### config.mk
export PLATFORM = sky130hd
export DESIGN_NAME = qbus_slave_sequencer
export DESIGN_NICKNAME = d
export VERILOG_FILES = /design/src/rtl/qbus_slave_sequencer.sv
export SDC_FILE = /design/constraint.sdc
export NUM_CORES = 1
export LEC_CHECK = 0
export ABC_AREA = 1
export CORE_UTILIZATION = 46
export DETAILED_ROUTE_END_ITERATION = 12
export PLACE_DENSITY_LB_ADDON = 0.12
export SYNTH_ARGS = -nofsm -noshare
export SYNTH_HDL_FRONTEND = slang
export SYNTH_SLANG_ARGS = --single-unit
### constraint.sdc
create_clock -name qclk -period 2.3 [get_ports qclk]
set_input_delay 0.345 -clock qclk [delete_from_list [all_inputs] [get_ports qclk]]
set_output_delay 0.345 -clock qclk [all_outputs]
set_load 0.05 [all_outputs]
### src/rtl/qbus_slave_sequencer.sv
// QBUS slave reply sequencer: claims a bus cycle for one of NDEV register
// blocks and times TRPLY. Optional reply watchdog: QSLAVE_TIMEOUT_EN.
module qbus_slave_sequencer #(
    parameter int NDEV      = 4,
    parameter int REPLY_DLY = 2
) (
    input  logic                 qclk,
    input  logic                 reset_n,
    input  logic                 RSYNC,
    input  logic                 RDIN,
    input  logic                 RDOUT,
    input  logic [NDEV-1:0]      dev_match,
    input  logic [16*NDEV-1:0]   dev_tdl,
    output logic [15:0]          TDL,
    output logic                 TDL_oe,
    output logic                 TRPLY,
    output logic [NDEV-1:0]      dev_write_pulse,
    output logic                 busy,
    output logic                 timeout_err
);

    localparam int SW = (NDEV > 1) ? $clog2(NDEV) : 1;

    typedef enum logic [2:0] {
        IDLE, ADDR, READ, RREPLY, WRITE, WREPLY, UNCLAIMED
    } state_t;

    state_t          state, state_nx;
    logic [SW-1:0]   sel, sel_nx, match_idx;
    logic [3:0]      cnt, cnt_nx;
    logic            rsync_q;
    logic            rise;
    logic            tmo_hit;
    logic [15:0]     tdl_d;
    logic            oe_d, trply_d, busy_d;
    logic [NDEV-1:0] wp_d;

    // rsync_q resets high so a strobe already high at reset release is ignored
    assign rise = RSYNC & ~rsync_q;

    // Lowest-index claiming device wins
    always_comb begin
        match_idx = '0;
        for (int i = NDEV - 1; i >= 0; i--)
            if (dev_match[i]) match_idx = SW'(i);
    end

`ifdef QSLAVE_TIMEOUT_EN
    logic [7:0] tmo;
    logic       tmo_fire;

    assign tmo_hit  = (tmo == 8'd254);
    assign tmo_fire = tmo_hit && RSYNC &&
                      ((state == RREPLY && RDIN) ||
                       (state == WREPLY && RDOUT));

    // Reply watchdog: counts cycles spent holding TRPLY in one reply phase
    always_ff @(posedge qclk or negedge reset_n) begin
        if (!reset_n) begin
            tmo         <= 8'd0;
            timeout_err <= 1'b0;
        end else begin
            timeout_err <= tmo_fire;
            if ((state == RREPLY || state == WREPLY) && state_nx == state)
                tmo <= tmo + 8'd1;
            else
                tmo <= 8'd0;
        end
    end
`else
    assign tmo_hit     = 1'b0;
    assign timeout_err = 1'b0;
`endif

    // State, device select, delay counter and strobe history
    always_ff @(posedge qclk or negedge reset_n) begin
        if (!reset_n) begin
            state   <= IDLE;
            sel     <= '0;
            cnt     <= 4'd0;
            rsync_q <= 1'b1;
        end else begin
            state   <= state_nx;
            sel     <= sel_nx;
            cnt     <= cnt_nx;
            rsync_q <= RSYNC;
        end
    end

    // Next-state: RSYNC low aborts every claimed phase
    always_comb begin
        state_nx = state;
        sel_nx   = sel;
        cnt_nx   = cnt;
        unique case (state)
            IDLE: begin
                cnt_nx = 4'd0;
                if (rise) begin
                    if (|dev_match) begin
                        sel_nx   = match_idx;
                        state_nx = ADDR;
                    end else begin
                        state_nx = UNCLAIMED;
                    end
                end
            end
            UNCLAIMED: begin
                cnt_nx = 4'd0;
                if (!RSYNC) state_nx = IDLE;
            end
            ADDR: begin
                if (!RSYNC) begin
                    state_nx = IDLE;
                    cnt_nx   = 4'd0;
                end else if (RDIN) begin
                    state_nx = READ;
                    cnt_nx   = 4'(REPLY_DLY);
                end else if (RDOUT) begin
                    state_nx = WRITE;
                    cnt_nx   = 4'(REPLY_DLY);
                end
            end
            READ, WRITE: begin
                if (!RSYNC) begin
                    state_nx = IDLE;
                    cnt_nx   = 4'd0;
                end else if (cnt == 4'd0) begin
                    state_nx = (state == READ) ? RREPLY : WREPLY;
                end else begin
                    cnt_nx = cnt - 4'd1;
                end
            end
            RREPLY, WREPLY: begin
                cnt_nx = 4'd0;
                if (!RSYNC)
                    state_nx = IDLE;
                else if (!((state == RREPLY) ? RDIN : RDOUT))
                    state_nx = ADDR;
                else if (tmo_hit)
                    state_nx = UNCLAIMED;
            end
            default: begin
                state_nx = IDLE;
                cnt_nx   = 4'd0;
            end
        endcase
    end

    // Output values for the coming state, registered below
    always_comb begin
        busy_d  = (state_nx != IDLE);
        oe_d    = (state_nx == READ) || (state_nx == RREPLY);
        trply_d = (state_nx == RREPLY) || (state_nx == WREPLY);
        tdl_d   = 16'd0;
        if (oe_d) tdl_d = dev_tdl[16*int'(sel_nx) +: 16];
        wp_d = '0;
        if (state == ADDR && state_nx == WRITE) wp_d[sel] = 1'b1;
    end

    // Registered bus-side outputs
    always_ff @(posedge qclk or negedge reset_n) begin
        if (!reset_n) begin
            TDL             <= 16'd0;
            TDL_oe          <= 1'b0;
            TRPLY           <= 1'b0;
            dev_write_pulse <= '0;
            busy            <= 1'b0;
        end else begin
            TDL             <= tdl_d;
            TDL_oe          <= oe_d;
            TRPLY           <= trply_d;
            dev_write_pulse <= wp_d;
            busy            <= busy_d;
        end
    end

endmodule

==> out/metrics.cfg, run 1 <==
[synthesis]
synthArstFlopShare_pct=100
synth_edf_count=0
synth_top_area_share_pct=35.1
synth_common_cells=64 x inv_1, 58 x nand2_1, 57 x nand3_1, 32 x dfrtp_1, 16 x nand3b_1
postSynthCellCount=315
post-synth-top-count-cell=inv_1
synthSimpleGateAreaFrac_pct=37.0
synth_seq_cells=33
synthAdderAreaFrac_pct=1.10
synth_fp_nets=390
synth_compound_area_share_pct=7.74
yosysTopAreaCell=dfrtp_1
synthMuxAreaShare_pct=0
synth-xor-area-share_pct=0.769
synthFlopType=dfrtp_1
yosysSeqAreaShare_pct=36.3
synth_area_leaders=dfrtp_1 35%, nand3_1 13%, inv_1 11%
avgSynthCellArea_sq_um=7.23
yosysWarnings=0
syn_area_sq_um=2280
synth_top_family_by_area=simple AND/OR/NAND/NOR gates
synthDistinctLibCells=30

[floorplan]
core_sq_um=4750
chipHeight_um=72.4
initial_core_util_pct=47.9
dieArea_sq_um=5240
fp-row-count=25
io_pins=97
die_w_um=72.4

[timing]
setup_ws_ps=447
fin_tns_setup_ps=0
finalClockSkew_ps=4.37
rsz0062_at_grt=no
maxSlewViolCount=0
finalHoldViolations=0
fmax_mhz=540
slew_headroom_pct=48.3
worst_hold_slack_ps=127
max_slew.worst_pin.slew_ps=776
fin_crit_sh_pct=80.6
setup-violations-final=0
min_period_ps=1850

[run]
maxCapViolCount=0

[power]
power.leakage_nw=1.64
ir_drop_v=0.000445
power_density_nw_per_um2=1030

[route]
drt-vias-per-instance=4.86
dr.pass1.iters=4
ant_nets=0
drtIter0Drc=124
vias=2297
drc_errors=0
wirelength_mm=5.61
post_drt_wl_per_cell_um=11.9

[placement]
place_congestion=0.894
dp_hpwl_mm=4.16
post-place-ws_ps=193
numPortBuffers=95

[global_route]
antenna_found_initial=0
grt.total_usage_pct=22.7
grt_pass1_vias=2152
overflow=0
grt_pass1_wl_mm=9.20
grt_max_degree=34

[setup_path]
crit_required_ps=2520
critPathArrivalTime_ps=2070
r2r-start=state[2]
r2r_end=TDL[9]
crit_type=register to register
crit_path_start_kind=register
worstPathMaxFanout=33
end_kind=register
r2r_setup_slack_ps=450
reg2reg_depth=9

[layout]
diodes=0
drive_gt1_share_pct=10.3
fin_nets=480
syn2layout_area_growth_pct=45.0

[status]
outcome=finished, final reports clean

[cts]
clockRootBuffer=clkbuf_8
worstSkewPairLatency_ps=290
cts_resized=0
cts_setup_buffers=0
ctsHoldBuffers=0
clk_pin_slew_worst_paths_ps=70
numCtsBuffers=5
cts_max_path_buffers=2
cts_max_level=2
cts_tree=done
cts.sinks=33

[min_path]
hold_path.class=input pin to async pin

## logic make-up (layout without fill, tap and decap cells)
family | count (synthesis) | in the layout
fa+ha+maj | 2 | 2
other cells | 1 | 1
xor+xnor | 2 | 2
buf+inv | 86 | 177
flops | 33 | 33
compound gates | 27 | 27
simple gates | 164 | 164
## where the power goes
| part | total [W] | switching [W] | internal (W) |
|---|---|---|---|
| combinational | 0.00210 | 0.00138 | 0.000712 |
| clock | 0.000436 | 0.000227 | 0.000209 |
| sequential | 0.000879 | 0.000109 | 0.000770 |
## worst max-delay path, stage by stage (launching register included)
cell and delay [ps]:
dfrtp_1 460, inv_4 130, nand2_1 60, nor2_1 120, nand3_2 110, nand2_4 250, nand2_4 270, nand2_1 130
nand3_1 90, a21oi_2 150
## state kept, by name (all words and copies together), names as in the netlist
signal / flops
TRPLY: 1
rsync_q: 1
state: 3
cnt: 4
dev_write_pulse: 4
TDL_oe: 1
busy: 1
TDL: 16
sel: 2
## routing by layer
| metal | wire length (um) | part of all wire (%) | up-vias | track usage (%) |
|---|---|---|---|---|
| met1 | 2270 | 41 | 1049 | 25.4 |
| met4 | 107 | 1.9 | 0 | 8.28 |
| met3 | 354 | 6.3 | 10 | 6.25 |
| li1 | - | - | 1164 | - |
| met5 | 0 | 0 | - | 0 |
| met2 | 2870 | 51 | 74 | 40.9 |
## cell usage in the layout (no fill, tap or decap)
| cell type | instances |
|---|---|
| inv_1 | 64 |
| clkinv_2 | 3 |
| o2111ai_1 | 1 |
| buf_2 | 1 |
| nand3b_1 | 16 |
| inv_4 | 2 |
| nand2_2 | 3 |
| a21oi_1 | 9 |
| clkinvlp_4 | 1 |
| nor2_1 | 11 |
| a21oi_2 | 9 |
| clkdlybuf4s50_1 | 94 |
| buf_4 | 3 |
| dfstp_2 | 1 |
| dfrtp_1 | 32 |
| nand2_4 | 5 |
| conb_1 | 1 |
| clkbuf_8 | 5 |
| nand3_1 | 57 |
| o21ai_2 | 1 |
| nor2_2 | 1 |
| xor2_1 | 2 |
| nand3_2 | 1 |
| o21ai_0 | 3 |
| nand4_1 | 6 |
| nand3_4 | 1 |
| nor3_1 | 4 |
| ha_1 | 2 |
| inv_2 | 4 |
| o21ai_1 | 4 |
| nand2_1 | 58 |
| nor2_4 | 1 |
## worst max path at each step
| stage | from | to |
|---|---|---|
| after detailed placement | RSYNC | TDL[0] |
| after floorplan | rsync_q | TDL[10] |
| after global placement | RSYNC | TDL[11] |
| after global routing | state[2] | TDL[14] |
| after CTS | state[2] | TDL[9] |
| final | state[2] | TDL[9] |
## metrics by stage
step	total power, W	util [%]	std cells	area (sq um)
global route	0.00364	69.5	473	3300
detailed placement	0.00300	67.7	465	3220
finish	0.00341	69.5	473	3300
global placement	0.00297	67.7	465	3220
CTS	0.00344	69.5	473	3300
floorplan	0.00247	-	315	2280
## cell type report
type                       instances  area (sq um)
fill                             408          1450
multi-input combinational        196          1060
timing repair buffer              98           968
sequential                        33           827
inverter                          71           273
tap                               67          83.8
clock buffer                       5          68.8
clock inverter                     3          17.5
No activity file was read; power rests on OpenSTA's default activity.
==> inputs of run 2 (changes only) <==
--- a/config.mk
+++ b/config.mk
@@ -6,7 +6,7 @@
 export NUM_CORES = 1
 export LEC_CHECK = 0
 export ABC_AREA = 1
-export CORE_UTILIZATION = 46
+export CORE_UTILIZATION = 39
 export DETAILED_ROUTE_END_ITERATION = 12
 export PLACE_DENSITY_LB_ADDON = 0.12
 export SYNTH_ARGS = -nofsm -noshare
==> constraint.sdc (replaced) <==
create_clock -name qclk -period 1.7 [get_ports qclk]
set_input_delay 0.255 -clock qclk [delete_from_list [all_inputs] [get_ports qclk]]
set_output_delay 0.255 -clock qclk [all_outputs]
set_load 0.05 [all_outputs]
==> run 2 against run 1 <==
Sequential power grew 35%. Sequential share of layout area fell by 0.81 points. Routed wire length grew 9.5%. Critical path type unchanged. Final cell count increased by 4.4%. Combinational power is 46% higher. Clock power grew 33%. Worst hold slack worse by 140 ps. Largest power group unchanged. Sequential cell count stayed put. Highest routed layer unchanged. Fmax up 16%. The run now ends with hold timing left. Critical path depth did not move.
==> out/metrics.cfg, run 2 (synthesized netlist as in run 1, its figures left out) <==
[layout]
num-fill-cells=543
largest_reg_flops=16
syn2layout_area_growth_pct=50.0
largestRegisters=TDL (16), cnt (4), dev_write_pulse (4)
diodes=0
fin_util_pct=61.3
fin_area_sq_um=3420
fin_nets=496
seq_area_sq_um=828
top_register=TDL
drive_gt1_share_pct=19.4
multi_input_area_sq_um=1100
mostFrequentLayoutCells=71 x clkdlybuf4s50_1, 64 x inv_1, 58 x nand2_1
final_common_cell=clkdlybuf4s50_1

[setup_path]
end_kind=register
r2r_end=TDL[7]
critPathArrivalTime_ps=1810
cpMostUsedCell=inv_1
critPathLaunch=rsync_q
crit_type=register to register
r2r_setup_slack_ps=110
worstPathMaxFanout=23
cp_slowest_cell=dfstp_2
crit_path_start_kind=register
crit_required_ps=1910
reg2reg_depth=9
max_stage_delay_ps=530
r2r-start=rsync_q
crit_chain=inv_1 -> nand2_1 -> inv_1 -> nand3_2 -> nand2_4 -> buf_12 -> nand3b_1 -> nand3_1 -> a21oi_2

[cts]
cts_max_path_buffers=2
cts_max_level=2
cts_tree=done
cts_setup_buffers=0
cts.sinks=33
numCtsBuffers=5
worstSkewPairLatency_ps=290
cts_resized=0
clk_pin_slew_worst_paths_ps=70
ctsHoldBuffers=0
clockRootBuffer=clkbuf_8

[floorplan]
io_pins=97
core_sq_um=5570
dieArea_sq_um=6150
chipHeight_um=78.4
fp-row-count=27
initial_core_util_pct=40.9
die_w_um=78.4

[timing]
fmax_mhz=627
rsz0062_at_grt=no
worst_hold_slack_ps=-7.95
fin_crit_sh_pct=93.8
slew_headroom_pct=56.0
fin_tns_setup_ps=0
max_slew.worst_pin.slew_ps=660
finalClockSkew_ps=7.49
setup_ws_ps=105
finalHoldViolations=14
min_period_ps=1590
maxSlewViolCount=0
setup-violations-final=0

[status]
outcome=finished with violations
violations=hold timing

[placement]
postPlaceCellArea_sq_um=3300
numPortBuffers=95
post-place-ws_ps=-129
dp_hpwl_mm=4.59
place_congestion=0.823

[route]
dr.pass1.iters=4
drt-vias-per-instance=4.85
ant_nets=0
drc_errors=0
post_drt_wl_per_cell_um=12.4
vias=2395
wirelength_mm=6.14
drtIter0Drc=86

[global_route]
grt_max_degree=34
grt_pass1_wl_mm=10.0
antenna_found_initial=0
grt_pass1_vias=2327
grt.total_usage_pct=20.8
overflow=0

[power]
power_density_nw_per_um2=1420
ir_drop_v=0.000694
power.leakage_nw=1.78

[run]
maxCapViolCount=0

[min_path]
hold_path.class=input pin to async pin

[run 2: cell count changes in the layout (fill, tap and decap cells not counted), sizes merged]
cell | before | now
clkdlybuf4s50 | 94 | 71
clkbuf | 5 | 6
buf | 4 | 42
nand2 | 66 | 67
clkinvlp | 1 | 0
[run 2: metrics by stage]
stage | cells | power (W)
3_3_place_gp | 485 | 0.00416
6_report | 494 | 0.00484
5_1_grt | 494 | 0.00519
4_1_cts | 493 | 0.00481
2_1_floorplan | 315 | 0.00334
3_5_place_dp | 485 | 0.00421
[run 2: how the worst max path moves through the flow]
stage | end | slack (ps) | cells past startpoint
final | TDL[7] | 110 | 9
after global routing | TDL[2] | 6 | 8
after CTS | TDL[10] | 20 | 8
after detailed placement | TDL[7] | -130 | 9
after global placement | TDL[4] | -90 | 9
after floorplan | TDL[10] | 260 | 11
[run 2: metal layers]
layer / global-route usage [%] / up-vias / wire length, um
met2: 36.8 / 79 / 3150
met3: 5.35 / 19 / 383
met1: 23.4 / 1100 / 2430
met4: 9.26 / 0 / 178
met5: 0 / - / 0
li1: - / 1197 / -
[run 2: where the power goes]
group	total, W	switching (W)	internal [W]
Clock	0.000582	0.000298	0.000284
Combinational	0.00307	0.00201	0.00106
Sequential	0.00119	0.000145	0.00104
[run 2: worst max-delay path: cells and delay by family (launching register included)]
family,cells,cell delay (ps)
buf+inv,3,300
compound gates,1,150
flops,1,530
simple gates,5,540
[run 2: final cells by class]
| class | count | area share (%) |
|---|---|---|
| multi-input cells | 197 | 32.1 |
| repair buffers | 113 | 30.7 |
| flip-flops and latches | 33 | 24.2 |
| inverters | 71 | 7.98 |
| well taps | 72 | 2.64 |
| clock buffers | 6 | 2.12 |
| clock inverters | 2 | 0.293 |
==> inputs of run 3 (changes only) <==
--- a/config.mk
+++ b/config.mk
@@ -9,6 +9,7 @@
 export CORE_UTILIZATION = 39
 export DETAILED_ROUTE_END_ITERATION = 12
 export PLACE_DENSITY_LB_ADDON = 0.12
+export SKIP_CTS_REPAIR_TIMING = 1
 export SYNTH_ARGS = -nofsm -noshare
 export SYNTH_HDL_FRONTEND = slang
 export SYNTH_SLANG_ARGS = --single-unit
==> results of run 3 <==
Same layout as run 2: the final DEF is identical, and so are final timing and power.
